## config.mk

```make
export PLATFORM = sky130hd
export DESIGN_NAME = uart_tx_fifo
export DESIGN_NICKNAME = d
export VERILOG_FILES = /design/src/rtl/uart_pkg.sv /design/src/rtl/uart_tx_fifo_sync_fifo.sv /design/src/rtl/uart_tx_fifo.sv
export SDC_FILE = /design/constraint.sdc
export NUM_CORES = 1
export LEC_CHECK = 0
export CORE_UTILIZATION = 40
export DETAILED_ROUTE_END_ITERATION = 10
export GPL_TIMING_DRIVEN = 0
export PLACE_DENSITY_LB_ADDON = 0.25
export RECOVER_POWER = 100
export SLEW_MARGIN = 20
export SYNTH_ARGS = -nofsm -noshare
export SYNTH_HDL_FRONTEND = slang
export SYNTH_HIERARCHICAL = 1
export SYNTH_SLANG_ARGS = --single-unit
```

## constraint.sdc

```tcl
create_clock -name clk -period 4.76 [get_ports clk]
set_clock_uncertainty 0.2 [all_clocks]
set_input_delay 0.952 -clock clk [delete_from_list [all_inputs] [get_ports clk]]
set_output_delay 0.952 -clock clk [all_outputs]
set_load 0.02 [all_outputs]
```

## src/rtl/uart_pkg.sv

```systemverilog
// ----------------------------------------------------------------------------
// uart_pkg
//   Shared types and helpers for the UART transmit path.
//   - tx_state_t     : serializer FSM states
//   - UART_DATA_BITS : data bits per frame
//   - bit_cycles()   : clocks per bit time (truncating divide)
//   The PARITY state is always enumerated. The FSM only uses it when
//   UART_TX_PARITY_EN is defined.
// ----------------------------------------------------------------------------
package uart_pkg;

    typedef enum logic [2:0] {
        IDLE   = 3'd0,
        START  = 3'd1,
        DATA   = 3'd2,
        PARITY = 3'd3,
        STOP   = 3'd4
    } tx_state_t;

    localparam int UART_DATA_BITS = 8;

    function automatic int bit_cycles(input int clk_freq, input int baud);
        return clk_freq / baud;
    endfunction

endpackage

```

## src/rtl/uart_tx_fifo_sync_fifo.sv

```systemverilog
// ----------------------------------------------------------------------------
// sync_fifo
//   Single-clock first-word-fall-through FIFO. dout_o always shows the head
//   entry. A push into a full FIFO is dropped, even when a pop happens in the
//   same cycle. A pop from an empty FIFO is ignored.
//   Ports:
//     clk, rst_n        clock and asynchronous active-low reset (flushes the FIFO)
//     push_i, din_i     write request and data
//     pop_i             remove the head entry
//     dout_o            head entry
//     full_o, empty_o   status flags
//     count_o           number of stored entries, 0..DEPTH
// ----------------------------------------------------------------------------
module sync_fifo #(
    parameter int WIDTH = 8,
    parameter int DEPTH = 16,
    localparam int AW   = $clog2(DEPTH),
    localparam int CW   = AW + 1
) (
    input  logic             clk,
    input  logic             rst_n,
    input  logic             push_i,
    input  logic [WIDTH-1:0] din_i,
    input  logic             pop_i,
    output logic [WIDTH-1:0] dout_o,
    output logic             full_o,
    output logic             empty_o,
    output logic [CW-1:0]    count_o
);

    logic [WIDTH-1:0] mem_q [DEPTH];
    logic [AW-1:0]    wr_ptr_q, rd_ptr_q;
    logic [CW-1:0]    count_q;
    logic             push_ok, pop_ok;

    assign full_o  = (count_q == CW'(DEPTH));
    assign empty_o = (count_q == '0);
    assign push_ok = push_i & ~full_o;
    assign pop_ok  = pop_i & ~empty_o;
    assign dout_o  = mem_q[rd_ptr_q];
    assign count_o = count_q;

    // The storage array has no reset. Only the pointers and the count define
    // which entries are valid.
    always_ff @(posedge clk) begin
        if (push_ok) mem_q[wr_ptr_q] <= din_i;
    end

    // DEPTH is a power of two, so the pointers wrap naturally.
    always_ff @(posedge clk or negedge rst_n) begin
        if (!rst_n) begin
            wr_ptr_q <= '0;
            rd_ptr_q <= '0;
            count_q  <= '0;
        end else begin
            if (push_ok) wr_ptr_q <= wr_ptr_q + 1'b1;
            if (pop_ok)  rd_ptr_q <= rd_ptr_q + 1'b1;
            case ({push_ok, pop_ok})
                2'b10:   count_q <= count_q + 1'b1;
                2'b01:   count_q <= count_q - 1'b1;
                default: count_q <= count_q;
            endcase
        end
    end

endmodule

```

## src/rtl/uart_tx_fifo.sv

```systemverilog
// ----------------------------------------------------------------------------
// uart_tx_fifo
//   UART transmitter with a byte queue. Bytes are queued in sync_fifo and sent
//   LSB-first on uart_tx. The default frame is 8N1 (10 bit times).
//   Optional feature: define UART_TX_PARITY_EN to add an even-parity bit
//   between the data bits and the stop bit (11 bit times).
//   Ports:
//     clk, rst_n          system clock and asynchronous active-low reset
//     tx_data, tx_valid   byte to queue and its valid strobe
//     tx_ready            queue not full; a byte is taken when tx_valid & tx_ready
//     uart_tx             serial line, idle high, registered
//     tx_busy             a frame is in progress or the queue is non-empty
//     fifo_count          queued bytes; excludes the byte being shifted
// ----------------------------------------------------------------------------
module uart_tx_fifo
    import uart_pkg::*;
#(
    parameter int CLK_FREQ   = 100_000_000,
    parameter int BAUD_RATE  = 115200,
    parameter int FIFO_DEPTH = 16,
    localparam int CW        = $clog2(FIFO_DEPTH) + 1
) (
    input  logic          clk,
    input  logic          rst_n,
    input  logic [7:0]    tx_data,
    input  logic          tx_valid,
    output logic          tx_ready,
    output logic          uart_tx,
    output logic          tx_busy,
    output logic [CW-1:0] fifo_count
);

    localparam int BIT_CYCLES = bit_cycles(CLK_FREQ, BAUD_RATE);
    localparam int BW         = (BIT_CYCLES > 1) ? $clog2(BIT_CYCLES) : 1;

    tx_state_t     state_q, state_d;
    logic [BW-1:0] baud_q, baud_d;
    logic [2:0]    bit_q, bit_d;
    logic [7:0]    shift_q, shift_d;
    logic          tx_q, tx_d;
    logic          busy_q, busy_d;
`ifdef UART_TX_PARITY_EN
    logic          par_q, par_d;
`endif

    logic          pop;
    logic [7:0]    head;
    logic          full, empty;
    logic [CW-1:0] count;
    logic [CW-1:0] cnt_nxt;
    logic          push_ok;
    logic          bit_done;

    sync_fifo #(
        .WIDTH (8),
        .DEPTH (FIFO_DEPTH)
    ) u_fifo (
        .clk     (clk),
        .rst_n   (rst_n),
        .push_i  (tx_valid),
        .din_i   (tx_data),
        .pop_i   (pop),
        .dout_o  (head),
        .full_o  (full),
        .empty_o (empty),
        .count_o (count)
    );

    assign tx_ready   = ~full;
    assign push_ok    = tx_valid & ~full;
    assign fifo_count = count;
    assign uart_tx    = tx_q;
    assign tx_busy    = busy_q;
    assign bit_done   = (baud_q == BW'(BIT_CYCLES - 1));

    always_comb begin
        state_d = state_q;
        baud_d  = bit_done ? '0 : baud_q + 1'b1;
        bit_d   = bit_q;
        shift_d = shift_q;
        pop     = 1'b0;
`ifdef UART_TX_PARITY_EN
        par_d   = par_q;
`endif
        case (state_q)
            IDLE: begin
                baud_d = '0;
                if (!empty) begin
                    pop     = 1'b1;
                    shift_d = head;
`ifdef UART_TX_PARITY_EN
                    par_d   = ^head;
`endif
                    state_d = START;
                end
            end
            START: begin
                if (bit_done) begin
                    bit_d   = '0;
                    state_d = DATA;
                end
            end
            DATA: begin
                if (bit_done) begin
                    shift_d = {1'b0, shift_q[7:1]};
                    bit_d   = bit_q + 1'b1;
                    if (bit_q == 3'(UART_DATA_BITS - 1)) begin
`ifdef UART_TX_PARITY_EN
                        state_d = PARITY;
`else
                        state_d = STOP;
`endif
                    end
                end
            end
`ifdef UART_TX_PARITY_EN
            PARITY: begin
                if (bit_done) state_d = STOP;
            end
`endif
            STOP: begin
                // Pop straight from STOP so that consecutive frames have no idle gap.
                if (bit_done) begin
                    if (!empty) begin
                        pop     = 1'b1;
                        shift_d = head;
`ifdef UART_TX_PARITY_EN
                        par_d   = ^head;
`endif
                        state_d = START;
                    end else begin
                        state_d = IDLE;
                    end
                end
            end
            default: state_d = IDLE;
        endcase
    end

    // The line is registered from the current state. It therefore trails the
    // state by one clock: the pop edge is followed by the falling edge of the
    // start bit on the next clock edge. Every bit keeps its full length.
    always_comb begin
        tx_d = 1'b1;
        case (state_q)
            START:   tx_d = 1'b0;
            DATA:    tx_d = shift_q[0];
`ifdef UART_TX_PARITY_EN
            PARITY:  tx_d = par_q;
`endif
            default: tx_d = 1'b1;
        endcase
    end

    // Compute busy from next-state values so that the registered output matches
    // (state != IDLE) | (count != 0) after each edge without combinational glitches.
    always_comb begin
        case ({push_ok, pop})
            2'b10:   cnt_nxt = count + 1'b1;
            2'b01:   cnt_nxt = count - 1'b1;
            default: cnt_nxt = count;
        endcase
    end
    assign busy_d = (state_d != IDLE) | (cnt_nxt != '0);

    always_ff @(posedge clk or negedge rst_n) begin
        if (!rst_n) begin
            state_q <= IDLE;
            baud_q  <= '0;
            bit_q   <= '0;
            shift_q <= '0;
            tx_q    <= 1'b1;
            busy_q  <= 1'b0;
`ifdef UART_TX_PARITY_EN
            par_q   <= 1'b0;
`endif
        end else begin
            state_q <= state_d;
            baud_q  <= baud_d;
            bit_q   <= bit_d;
            shift_q <= shift_d;
            tx_q    <= tx_d;
            busy_q  <= busy_d;
`ifdef UART_TX_PARITY_EN
            par_q   <= par_d;
`endif
        end
    end

endmodule

```

Word-level counts from Yosys, hierarchy flattened
Memory sizes are Yosys's and may differ from the RTL's.
Index checks and enable logic that the tools add are counted.
Widths: inputs -> output; s select.
{"block": "totals", "latch_bits": 0, "rom_bits": 0, "mem_count": 1, "regBits": 39, "ramBits": 128, "wordCells": 67, "out_inout_bits": 8}
{"block": "classes", "n_reduce_logical": 9, "n_mul": 0, "n_bitwise": 5, "n_shift": 0, "n_lt_le_gt_ge": 0, "div": 0, "add_sub_neg": 6, "mux": 24, "n_eq_ne": 13}
{"name": "u_fifo.mem_q", "words": 16, "width": 8, "read_ports": 1, "rd_ports_with_merged_regs": 0, "write_ports": 1, "line_no": "uart_tx_fifo_sync_fifo.sv:31", "text": "logic [WIDTH-1:0] mem_q [DEPTH];"}
{"op": "$mux 8", "n": 3}
{"op": "$pmux 8 s3", "n": 1}
{"op": "$mux 3", "n": 7}
{"op": "$mux 10", "n": 2}
{"op": "$pmux 5 s2", "n": 2}
{"op": "$pmux 3 s4", "n": 1}
{"op": "$add 10x1->10 const B", "n": 1}
{"op": "$eq 10x10->1 const B", "n": 1}
{"op": "$add 4x1->4 const B", "n": 2}
{"op": "$eq 3x3->1 const B", "n": 2}
{"op": "$ne 2x2->1 const B", "n": 3}
{"op": "$pmux 3 s2", "n": 1}
{"op": "$reduce_and 3->1", "n": 2}
{"op": "$reduce_bool 3->1", "n": 2}
{"op": "$add 5x1->5 const B", "n": 1}
{"op": "$eq 5x5->1 const B", "n": 1}
{"op": "$logic_not 5->1", "n": 1}
{"op": "$mux 1", "n": 5}
{"op": "$reduce_bool 5->1", "n": 1}
{"op": "$sub 5x1->5 const B", "n": 1}
{"op": "$eq 2x1->1 const B", "n": 2}
{"op": "$eq 2x2->1 const B", "n": 2}
{"op": "$pmux 1 s2", "n": 2}
{"op": "$reduce_bool 2->1", "n": 2}
{"op": "other kinds (7)", "n": 9}

Logic depth before layout (Yosys ltp)
{"block": "depth", "word_depth": 8, "depth_mapped": 14}

Modules after synthesis
The synthesis kept the hierarchy.
{"mod": "sync_fifo", "cells_each": 332, "area_per_inst_um2": 5779.3, "instances": 1}
{"mod": "uart_tx_fifo", "cells_each": 170, "area_per_inst_um2": 1562.7, "instances": 1}

Least setup slack after synthesis
No wires, ideal clock.
{"block": "synth_timing", "kind": "flip-flop to flip-flop", "startpoint": "reg u_fifo.count_q[1] (netlist: u_fifo/count_o[1])", "endpoint": "reg busy_q (netlist: tx_busy)", "arrival_time_ns": 2.908, "required_ns": 4.431, "slack_ns": 1.523, "n_path_buf": 0, "stages_incl_launch_ff": 15, "setup_time_ns": 0.129, "path_cell_list": "dfrtp_1 > nor4_2 > nand2_1 > inv_1 > nand2b_1 > nor3b_1 > nand2_1 > xnor2_1 > ha_1 > or3_1 > a31oi_1 > a41oi_1 > o22a_1 > nor4_1 > o31ai_1"}
{"block": "synth_between", "word_cells_on_any_way": 19}
{"item": "from (decl)", "line_no": "uart_tx_fifo_sync_fifo.sv:33", "text": "logic [CW-1:0] count_q;"}
{"item": "from (signal assigned)", "line_no": "uart_tx_fifo_sync_fifo.sv:59", "text": "2'b10: count_q <= count_q + 1'b1;"}
{"item": "from (signal assigned)", "line_no": "uart_tx_fifo_sync_fifo.sv:60", "text": "2'b01: count_q <= count_q - 1'b1;"}
{"item": "from (signal assigned)", "line_no": "uart_tx_fifo_sync_fifo.sv:61", "text": "default: count_q <= count_q;"}
{"item": "$eq 5x5->1 (*)", "line_no": "uart_tx_fifo_sync_fifo.sv:36", "text": "assign full_o = (count_q == CW'(DEPTH));"}
{"item": "named net full", "line_no": "uart_tx_fifo.sv:48", "text": "logic full, empty;"}
{"item": "$not 1->1 (*)", "line_no": "uart_tx_fifo.sv:70", "text": "assign push_ok = tx_valid & ~full;"}
{"item": "$and 1x1->1 (*)", "line_no": "uart_tx_fifo.sv:70"}
{"item": "$eq 2x1->1 / $eq 2x2->1 (equally long branches)", "line_no": "uart_tx_fifo.sv:158", "text": "case ({push_ok, pop})"}
{"item": "$pmux 5 s2 (*)", "line_no": "uart_tx_fifo.sv:158"}
{"item": "$reduce_bool 5->1 (*)", "line_no": "uart_tx_fifo.sv:164", "text": "assign busy_d = (state_d != IDLE) | (cnt_nxt != '0);"}
{"item": "$or 1x1->1 (*)", "line_no": "uart_tx_fifo.sv:164"}
{"item": "named net busy_d", "line_no": "uart_tx_fifo.sv:41", "text": "logic busy_q, busy_d;"}
{"item": "to (signal assigned)", "line_no": "uart_tx_fifo.sv:183", "text": "busy_q <= busy_d;"}
{"item": "to (decl)", "line_no": "uart_tx_fifo.sv:41"}
The timed path passes the listed nets; every way through them passes the cells marked *.
A chain may end at the register's enable or synchronous reset.

Worst setup path in the final report
{"block": "layout_timing", "startpoint": "reg baud_q[0]", "endpoint": "reg u_fifo.count_q[4] (netlist: u_fifo/count_o[4])"}
{"block": "layout_between", "elab_chain_cells": 6, "word_cells_on_any_way": 8}
{"item": "from (decl)", "line_no": "uart_tx_fifo.sv:37", "text": "logic [BW-1:0] baud_q, baud_d;"}
{"item": "from (signal assigned)", "line_no": "uart_tx_fifo.sv:179", "text": "baud_q <= baud_d;"}
{"item": "$eq 10x10->1 (*)", "line_no": "uart_tx_fifo.sv:74", "text": "assign bit_done = (baud_q == BW'(BIT_CYCLES - 1));"}
{"item": "$mux 1 (*)", "line_no": "uart_tx_fifo.sv:123", "text": "if (bit_done) begin"}
{"item": "$pmux 1 s2 (*)", "line_no": "uart_tx_fifo.sv:85", "text": "case (state_q)"}
{"item": "named net pop", "line_no": "uart_tx_fifo.sv:46", "text": "logic pop;"}
{"item": "$and 1x1->1 (*)", "line_no": "uart_tx_fifo_sync_fifo.sv:39", "text": "assign pop_ok = pop_i & ~empty_o;"}
{"item": "named net u_fifo.pop_ok", "line_no": "uart_tx_fifo_sync_fifo.sv:34", "text": "logic push_ok, pop_ok;"}
{"item": "$eq 2x1->1 / $eq 2x2->1 (equally long branches)", "line_no": "uart_tx_fifo_sync_fifo.sv:58", "text": "case ({push_ok, pop_ok})"}
{"item": "$pmux 5 s2 / $reduce_bool 2->1 (equally long branches)"}
Marks and branches as above.

==> results.rst <==
.. list-table::
   :header-rows: 1

   * - Metric
     - Value
   * - Status
     - complete, but fails checks
   * - Violations in the final reports
     - capacitance limit, slew limit
   * - Critical path startpoint
     - baud_q[0]$_DFF_PN0_
   * - Endpoint, Worst Hold
     - baud_q[0]$_DFF_PN0_
   * - Antenna diode instance count
     - 0
   * - Count of buffers from port buffering
     - 18
   * - Wire length of the first global-routing pass
     - roughly 23 mm
   * - Top-area cell type share of the netlist area
     - 0.524
   * - Crit Reg-Reg Endpoint
     - u_fifo/count_o[4]$_DFFE_PN0P_
   * - Power per Cell Area
     - ~430 mW/mm^2
   * - Leakage
     - roughly 0.0031 uW
   * - Die X-Extent
     - approximately 140 um
   * - Number of synthesized register bits
     - approximately 170
   * - Vias in the first global route
     - around 4000
   * - Library cell with the largest summed area after synthesis
     - sky130_fd_sc_hd__edfxtp_1
   * - Data arrival time of the critical path
     - about 4 ns
   * - Most used DFF post-synth
     - sky130_fd_sc_hd__edfxtp_1
   * - Post-route minimum period
     - between 3 and 4 ns
   * - Most used cells in the layout excluding fill and tap cells
     - 128 x sky130_fd_sc_hd__edfxtp_1, 38 x sky130_fd_sc_hd__nor2_1, 38 x sky130_fd_sc_hd__dfrtp_1
   * - Via/cell ratio
     - between 5 and 6
   * - CP Class
     - flop to flop
   * - Hold Fails Final Rpt
     - 0
   * - Number of gates resized after cts
     - 0
   * - Cell types with the largest area share after synthesis
     - sky130_fd_sc_hd__edfxtp_1 52%, sky130_fd_sc_hd__dfrtp_1 13%, sky130_fd_sc_hd__mux4_2 4.9%
   * - RSZ-0062 raised after global routing
     - false
   * - Remaining number of nets flagged by the antenna check after routing
     - 0
   * - Detailed-placement wirelength estimate
     - between 10 and 15 mm
   * - IR Drop Worst-Case VDD
     - between 0.2 and 0.3 mV
   * - TritonCTS Sinks
     - about 170
   * - Layout cell share with drive strength beyond 1
     - 0.125
   * - Hold WC Path Type
     - flop to flop
   * - Cell area after synthesis
     - between 0.007 and 0.008 sq mm
   * - Num CTS Buffers
     - 17
   * - Later-pin clock latency in the skew report
     - around 0.42 ns
   * - Number of design rule violations left after detail routing
     - 0
   * - Final #Nets
     - about 570
   * - Clock Tree Root
     - sky130_fd_sc_hd__clkbuf_16
   * - Average footprint of a synthesized cell
     - ~15 sq um
   * - Reported max-cap violation count
     - 1
   * - H-tree levels
     - 4
   * - Net count after synthesis
     - roughly 530
   * - Total number of yosys warnings
     - 6
   * - TritonCTS clock tree
     - done
   * - Async S/R FF share, synth
     - 0.234
   * - Floorplan die height
     - ~140 um
   * - Die Area
     - approximately 0.019 sq mm
   * - Slew Viols, Final
     - 28
   * - Post-CTS setup buffer count
     - 0
   * - Reg2Reg Setup Slack
     - roughly 0.94 ns
   * - Placed Area
     - 0.00784 sq mm
   * - Hold-fix buffers, CTS
     - 0
   * - Portion of the clock cycle consumed by the worst path in the final layout
     - 0.801
   * - Pin count of the biggest net entering global routing
     - 28
   * - Least-Margin Pin Slew
     - about 1.6 ns
   * - Final Cell Area
     - 0.00831 sq mm
   * - Cells after synthesis
     - approximately 500
   * - Fill cell count
     - ~1600
   * - Worst path required time
     - between 4 and 5 ns
   * - Launch instance of the worst register-to-register path
     - baud_q[0]$_DFF_PN0_
   * - Startpoint of the tightest hold check path
     - baud_q[0]$_DFF_PN0_
   * - Number of buffers between clock root and the deepest sink
     - 2
   * - Unique cell type count in the Yosys netlist
     - 55
   * - Final setup violation count
     - 0
   * - Maximum clock frequency
     - between 200 and 300 MHz
   * - Most common cell after layout, fill and taps aside
     - sky130_fd_sc_hd__edfxtp_1
   * - Maximum fanout along the worst path
     - 7
   * - Number of placed I/O pins
     - 19
   * - Std-Cell Rows
     - between 40 and 50
   * - Via count
     - between 4000 and 5000
   * - Cell count of the worst hold path
     - 1
   * - Worst-case headroom to the max-slew limit
     - -0.0850
   * - Overall routed net length
     - between 15 and 20 mm
   * - Core Region
     - ~0.018 sq mm
   * - Summed negative setup slack over all endpoints
     - 0 ns
   * - Reg clk slew, reported paths
     - about 0.06 ns
   * - Worst-case reg-to-reg path depth
     - 13
   * - Register area share after synthesis
     - 0.657
   * - Area Growth Syn to Fin
     - 13.2%
   * - DR iter-0 viols
     - between 200 and 300
   * - EDFF count, synth
     - approximately 130
   * - Starting density of the core
     - 0.409
   * - Overall global routing resource usage
     - 0.173
   * - Capturing element type of the critical path
     - flop
   * - Post-DR wirelength/cell
     - approximately 19 um
   * - Antenna violations before repair
     - 0
   * - Overall overflow remaining after global route
     - 0
   * - Setup crit start kind
     - flop
   * - Drt pass-1 iters
     - 4
   * - Routability-driven placement congestion ratio
     - 0.822
-- per-layer routing --
metal | global-route usage | vias up | part of all wire
met1 | 0.226 | 2134 | 0.46
met2 | 0.288 | 76 | 0.50
met3 | 0.0364 | 12 | 0.031
met5 | 0 | - | 0
li1 | - | 1982 | -
met4 | 0.0513 | 0 | 0.012
-- worst max-delay path: stages, from the launching register on --
cell and delay, ns:
sky130_fd_sc_hd__dfrtp_1 0.41, sky130_fd_sc_hd__ha_1 0.24, sky130_fd_sc_hd__and4bb_1 0.25, sky130_fd_sc_hd__a31oi_1 0.56, sky130_fd_sc_hd__nor3_1 0.09, sky130_fd_sc_hd__nor2b_1 0.15
sky130_fd_sc_hd__clkbuf_1 0.21, sky130_fd_sc_hd__ha_1 0.30, sky130_fd_sc_hd__ha_1 0.33, sky130_fd_sc_hd__nor2b_1 0.14, sky130_fd_sc_hd__o21ai_0 0.21, sky130_fd_sc_hd__a21oi_1 0.10
sky130_fd_sc_hd__or3b_1 0.37, sky130_fd_sc_hd__xnor2_1 0.13
-- state kept, by name, summed over array words and instances, names as in the netlist --
signal           flops
baud_q              10
u_fifo/count_o       5
u_fifo/wr_ptr_q      4
bit_q                3
uart_tx              1
u_fifo/rd_ptr_q      4
shift_q              8
state_q              3
tx_busy              1
u_fifo/mem_q       128
-- worst max-delay path by stage --
stage | end | slack, ns
after floorplan | tx_busy$_DFF_PN0_ | 1.52
after global placement | tx_busy$_DFF_PN0_ | 0.92
after detailed placement | tx_busy$_DFF_PN0_ | 0.85
after CTS | tx_busy$_DFF_PN0_ | 1.21
after global routing | u_fifo/count_o[4]$_DFFE_PN0P_ | 0.71
final | u_fifo/count_o[4]$_DFFE_PN0P_ | 0.94
-- power by group --
part / internal (uW) / switching [uW]
Clock: 679 / 583
Sequential: 1720 / 76.0
Combinational: 193 / 330
-- final cells by class --
cell class,instances,area [sq um],area share
Tap cell,229,287,0.0345
Timing Repair Buffer,19,178,0.0214
Multi-Input combinational cell,294,2270,0.273
Inverter,17,63.8,0.00767
Buffer,24,149,0.0179
Sequential cell,167,4820,0.580
Clock buffer,17,425,0.0512
Clock inverter,15,121,0.0146
-- synth_stat cells (11+ instances only) --
library cell               count
sky130_fd_sc_hd__xnor2_1      13
sky130_fd_sc_hd__inv_1        17
sky130_fd_sc_hd__edfxtp_1    128
sky130_fd_sc_hd__mux2i_1      32
sky130_fd_sc_hd__a21oi_1      23
sky130_fd_sc_hd__nand2_1      28
sky130_fd_sc_hd__nor3_1       11
sky130_fd_sc_hd__dfrtp_1      38
sky130_fd_sc_hd__o21ai_0      22
sky130_fd_sc_hd__nor2_1       38
sky130_fd_sc_hd__ha_1         14
sky130_fd_sc_hd__mux4_2       16
-- cell families after synthesis --
| logic type | share of synthesized area |
|---|---|
| adders and majority gates | 0.0266 |
| xor gates and xnor gates | 0.0251 |
| and+or+nand+nor | 0.0796 |
| AOI/OAI and AO/OA | 0.0731 |
| DFF | 0.657 |
| buffers and inverters | 0.0305 |
| muxes | 0.109 |
-- through the flow --
step | cells | util | worst slack (ns) | hold WS [ns] | total power, uW
after floorplan | 502 | - | 1.52 | 0.255 | 2160
after global placement | 749 | 0.435 | 0.921 | 0.277 | 2340
after detailed placement | 750 | 0.437 | 0.846 | 0.286 | 2380
after CTS | 782 | 0.467 | 1.21 | 0.225 | 3640
after global routing | 782 | 0.463 | 0.709 | 0.329 | 3740
final | 782 | 0.463 | 0.945 | 0.293 | 3580
Note: power is estimated with default switching activity, not from simulation.
